[src/rtl/valid_ready_rr_arbiter.sv]
// N-to-1 round-robin arbiter on valid/ready channels with packet locking,
// feeding a 2-entry registered output buffer ahead of the async FIFO sender side.
package datatypes_globals_pkg;
    typedef logic [31:0] rtl_data_t;
endpackage

module valid_ready_rr_arbiter #(
    parameter type DATA_T = datatypes_globals_pkg::rtl_data_t,
    parameter int  NUM_IN = 4,
    parameter int  SRC_W  = $clog2(NUM_IN)
) (
    input  logic              clk,
    input  logic              reset,
    input  logic [NUM_IN-1:0] in_valid,
    input  logic [NUM_IN-1:0] in_last,
    input  DATA_T             in_data [NUM_IN],
    output logic [NUM_IN-1:0] in_ready,
    output logic              out_valid,
    output DATA_T             out_data,
    output logic              out_last,
    output logic [SRC_W-1:0]  out_src,
    input  logic              out_ready
);

    typedef enum logic {
        IDLE,
        LOCKED
    } state_t;

    state_t           state_q, state_d;
    logic [SRC_W-1:0] owner_q, owner_d;
    logic [SRC_W-1:0] rr_ptr_q, rr_ptr_d;
    logic [1:0]       count_q, count_d;
    DATA_T            data_q [2];
    DATA_T            data_d [2];
    logic [1:0]       last_q, last_d;
    logic [SRC_W-1:0] src_q [2];
    logic [SRC_W-1:0] src_d [2];

    logic [SRC_W-1:0] grant;
    logic [SRC_W-1:0] cand;
    logic [SRC_W-1:0] sel;
    logic [SRC_W-1:0] sel_next;
    logic             any_valid;
    logic             space;
    logic             push;
    logic             pop;
    logic             wr_idx;
    int               idx;

    // Descending scan so the channel closest above rr_ptr wins.
    always_comb begin
        grant     = rr_ptr_q;
        any_valid = 1'b0;
        idx       = 0;
        cand      = '0;
        for (int i = NUM_IN - 1; i >= 0; i--) begin
            idx = int'(rr_ptr_q) + i;
            if (idx >= NUM_IN) begin
                idx = idx - NUM_IN;
            end
            cand = SRC_W'(idx);
            if (in_valid[cand]) begin
                grant     = cand;
                any_valid = 1'b1;
            end
        end
    end

    assign out_valid = (count_q != 2'd0) && !reset;
    assign out_data  = data_q[0];
    assign out_last  = last_q[0];
    assign out_src   = src_q[0];

    always_comb begin
        state_d  = state_q;
        owner_d  = owner_q;
        rr_ptr_d = rr_ptr_q;
        data_d   = data_q;
        last_d   = last_q;
        src_d    = src_q;

        sel      = (state_q == LOCKED) ? owner_q : grant;
        sel_next = (sel == SRC_W'(NUM_IN - 1)) ? '0 : sel + 1'b1;
        space    = (count_q != 2'd2);

        // A locked owner keeps ready even through valid gaps inside its packet.
        in_ready = '0;
        if (!reset && space && (state_q == LOCKED || any_valid)) begin
            in_ready[sel] = 1'b1;
        end
        push = in_valid[sel] && in_ready[sel];
        pop  = out_valid && out_ready;

        if (pop) begin
            data_d[0] = data_q[1];
            last_d[0] = last_q[1];
            src_d[0]  = src_q[1];
        end
        wr_idx = (count_q == 2'd1) && !pop;
        if (push) begin
            data_d[wr_idx] = in_data[sel];
            last_d[wr_idx] = in_last[sel];
            src_d[wr_idx]  = sel;
        end
        count_d = count_q + {1'b0, push} - {1'b0, pop};

        if (push) begin
            if (in_last[sel]) begin
                state_d  = IDLE;
                rr_ptr_d = sel_next;
            end else begin
                state_d = LOCKED;
                owner_d = sel;
            end
        end
    end

    always_ff @(posedge clk) begin
        if (reset) begin
            state_q  <= IDLE;
            owner_q  <= '0;
            rr_ptr_q <= '0;
            count_q  <= '0;
            data_q   <= '{default: '0};
            last_q   <= '0;
            src_q    <= '{default: '0};
        end else begin
            state_q  <= state_d;
            owner_q  <= owner_d;
            rr_ptr_q <= rr_ptr_d;
            count_q  <= count_d;
            data_q   <= data_d;
            last_q   <= last_d;
            src_q    <= src_d;
        end
    end

endmodule
[config.mk]
export PLATFORM = sky130hd
export DESIGN_NAME = valid_ready_rr_arbiter
export DESIGN_NICKNAME = d
export VERILOG_FILES = /design/src/rtl/valid_ready_rr_arbiter.sv
export SDC_FILE = /design/constraint.sdc
export NUM_CORES = 1
export LEC_CHECK = 0
export ABC_AREA = 1
export BUFFER_PORTS_ARGS = -buffer_cell sky130_fd_sc_hd__buf_4
export CAP_MARGIN = 10
export CORE_AREA = 2 2 108 110
export DETAILED_ROUTE_END_ITERATION = 10
export DIE_AREA = 0 0 110 112
export PLACE_DENSITY = 0.81
export SLEW_MARGIN = 20
export SYNTH_ARGS = -nofsm -noshare
export SYNTH_HDL_FRONTEND = slang
export SYNTH_SLANG_ARGS = --single-unit
[constraint.sdc]
create_clock -name clk -period 3.94 [get_ports clk]
set_input_delay 0.197 -clock clk [delete_from_list [all_inputs] [get_ports clk]]
set_output_delay 0.197 -clock clk [all_outputs]
set_load 0.02 [all_outputs]
==> run_results.csv <==
group,metric,value,unit
grt,grt_pass1_wl,25970,µm
floorplan,rows,39,
flow_run,maxCapViolCount,0,
pwr,clockPowerShare,0.113,
pwr,p_leak,3.622,nW
routing,viasPerCell,5.111,
grt,grt_max_degree,75,
synth,synth-seq-cells,77,
critical_path,cp-end-kind,"flop",
synth,ys_top_cells_by_count,"nand2_1 (396), nand3_1 (218), inv_1 (91), dfxtp_1 (77), nor2_1 (49)",
place,dpl.cell_count,1262,
sta,relSlewSlack,0.4989,
pwr,intPower,0.003099,W
floorplan,core_area,11170,µm²
floorplan,die-area,12320,µm²
clock_tree,cts_setup_buffers,0,
floorplan,die_y,112,µm
routing,drt_iter0_markers,364,
clock_tree,cts_buffers,9,
grt,antenna_found_initial,0,
routing,dr_total_vias,6527,
critical_path,critPathRequiredTime,4.17,ns
sta,fmax,288.9,MHz
sta,hold_violations,0,
clock_tree,clk_latency,0.33,ns
finish,nNetsFinal,1272,
critical_path,reg2reg_slack,0.48,ns
routing,ant_nets,0,
pwr,ir_worst_vdd,0.7165,mV
clock_tree,cts_tree,"yes",
grt,track_usage,0.2587,
grt,grt_pass1_vias,5754,
hold_path,min_to,"count_q[0]",
floorplan,start_util,0.5216,
place,hpwl,10750,µm
sta,finalMaxSlewViolations,0,
synth,ys.flop_type,"dfxtp_1",
synth,synth-seq-area-share,0.2645,
critical_path,cp.arrival,3.69,ns
sta,finalCritPeriodShare,0.8786,
critical_path,worst-setup-path-type,"reg2reg",
sta,tns,0,ns
finish,n_antenna_cell,0,
routing,drcViolationCount,0,
critical_path,start_kind,"flop",
synth,yosysWarnings,0,
place,pre_cts_slack,0.5724,ns
sta,worst_pin_slew,0.7516,ns
floorplan,die_w,110,µm
clock_tree,postCtsHoldBufs,0,
grt,grt_remaining_overflow,0,
sta,final.setup_skew,0.005239,ns
clock_tree,clockBufferDepth,2,
synth,netlist_area,5828,µm²
synth,netlist_instances,1035,
synth,ys_types,26,
sta,finalSetupViolCount,0,
routing,routed_wl,16500,µm
critical_path,critical_path.max_fanout,74,
critical_path,cpMaxStageDelayCell,"buf_4",
outcome,status,"finished, final reports clean",
sta,rsz0062_at_grt,"false",
routing,dr.pass1.iters,6,
critical_path,reg2regPathDepth,21,
synth,syn_nets,1177,
critical_path,cp_slowest_stage_delay,0.61,ns
synth,synth.area.top_cells,"dfxtp_1 (26%), nand2_1 (26%), nand3_1 (19%), inv_1 (5.9%), buf_4 (4.5%)",
critical_path,critPathMostFrequentCell,"nand2_1",
place,gp_congestion,0.9041,
synth,synth_async_sr_flop_share,0,
hold_path,hold_start,"reset",
finish,instances_no_fill,1277,
clock_tree,htreeDepth,3,
pwr,pwr-share-comb,0.731,
pwr,p_sw,0.003884,W
synth,synth_edf_count,0,
finish,syn_to_final_growth,21.73,%
pwr,pwr-share-seq,0.156,
floorplan,io_pins,179,
synth,synth_most_common_cell,"nand2_1",
routing,wl_per_cell,12.92,µm
pwr,power.density,984.3,nW/µm²
place,io_buffers,178,
hold_path,min_path_type,"in2reg",
sta,fin_crit,3.462,ns
clock_tree,post_cts_resized,0,
critical_path,worstPathCellList,"nand2_1 -> nand3_1 -> nand2_1 -> inv_1 -> nand2_1 -> nand2_1 -> nand2_1 -> nand2_2 -> nand3_4 -> nand2_4 -> ha_1 -> inv_1 -> nor2_1 -> nand2_1 -> nand3_1 -> nand2_1 -> nor2_4 -> buf_4 -> nand3_1 -> nand2_1 -> nor2_1",
clock_tree,clk_pin_slew,0.06,ns
critical_path,path_delay_family,"simple AND/OR/NAND/NOR gates",
clock_tree,clkSinkCount,77,
critical_path,path_buf_inv,3,
synth,yosysTopAreaCell,"dfxtp_1",
sta,setup_ws,0.4782,ns
synth,synth.top_cell.area_share,0.2645,
synth,syn_area_per_cell,5.631,µm²
critical_path,reg2reg_to,"data_q[15]",
critical_path,r2r_start,"rr_ptr_q[0]",
finish,drive_above_1_share,0.1914,
hold_path,whs_path_depth,2,
clock_tree,root_buffer,"clkbuf_16",
pwr,swShare,0.5561,
[worst reg2reg max path: cells and delay by family (launching register included)]
family	cells	cell delay, ns
AND/OR/NAND/NOR	17	1.87
buffers and inverters	3	0.72
flip-flops	1	0.57
adder cells (fa/ha/maj)	1	0.21
[how the worst max path moves through the flow]
stage / from / to / slack, ns / depth (start not counted)
detailed placement: rr_ptr_q[0] / data_q[6] / 0.57 / 21
global placement: rr_ptr_q[0] / rr_ptr_q[1] / 0.64 / 19
floorplan: rr_ptr_q[0] / count_q[1] / 0.94 / 23
CTS: rr_ptr_q[0] / data_q[15] / 0.55 / 21
finish: rr_ptr_q[0] / data_q[15] / 0.48 / 21
global route: rr_ptr_q[0] / data_q[4] / 0.16 / 21
[cells in the final DEF (no fill, tap or decap), drive strengths merged]
cell / count
a31oi: 2
nand3: 220
nand2: 399
ha: 3
clkbuf: 13
bufinv: 1
a21oi: 40
dfxtp: 77
o21ai: 39
buf: 189
nor2: 51
nand4: 1
xor2: 1
nand3b: 1
inv: 96
clkinv: 1
[power groups by stage]
stage | registers, W | clock network, W | logic (W)
after floorplan | 0.00107 | 0 | 0.00431
after global placement | 0.00110 | 0 | 0.00503
after detailed placement | 0.00111 | 0 | 0.00505
after CTS | 0.00109 | 0.000797 | 0.00507
after global routing | 0.00111 | 0.000834 | 0.00575
final | 0.00109 | 0.000787 | 0.00511
[kinds of logic (layout without fill, tap and decap cells)]
group / count (synthesis) / after routing / synth area share
buf+inv: 201 / 300 / 0.1690
flops: 77 / 77 / 0.2645
xor+xnor: 1 / 1 / 0.001503
fa+ha+maj: 3 / 3 / 0.006441
simple gates: 672 / 672 / 0.4880
compound gates: 81 / 81 / 0.07063
[layout make-up]
cell class | instances | area (µm²)
fillers | 1132 | 4080
multi-input cells | 757 | 3317
flip-flops and latches | 77 | 1541
repair buffers | 189 | 1419
inverters | 96 | 362.8
clock buffers | 13 | 240.2
well taps | 143 | 178.9
clock inverters | 2 | 35.03
[sequential cells by signal, summed over array words and instances, names as in the netlist]
register,count
last_q,2
data_q,32
count_q,2
rr_ptr_q,2
state_q,1
out_src,2
owner_q,2
out_data,32
src_q,2
[per-layer routing]
layer	global-route usage	up-vias	routed length [µm]
met5	0	-	0
met4	0.08861	0	362
met3	0.06557	31	1669
met2	0.4487	280	7647
met1	0.3052	2786	6817
li1	-	3430	-
[metrics by stage]
step	util	hold WS [ns]	total power, W	cell area [µm²]
floorplan	-	0.4432	0.005380	5828
CTS	0.6349	0.3156	0.006958	7094
global route	0.6349	0.3391	0.007695	7094
global placement	0.6102	0.4665	0.006127	6819
finish	0.6349	0.3224	0.006983	7094
detailed placement	0.6102	0.4750	0.006155	6819
No activity file was read; power rests on OpenSTA's default activity.
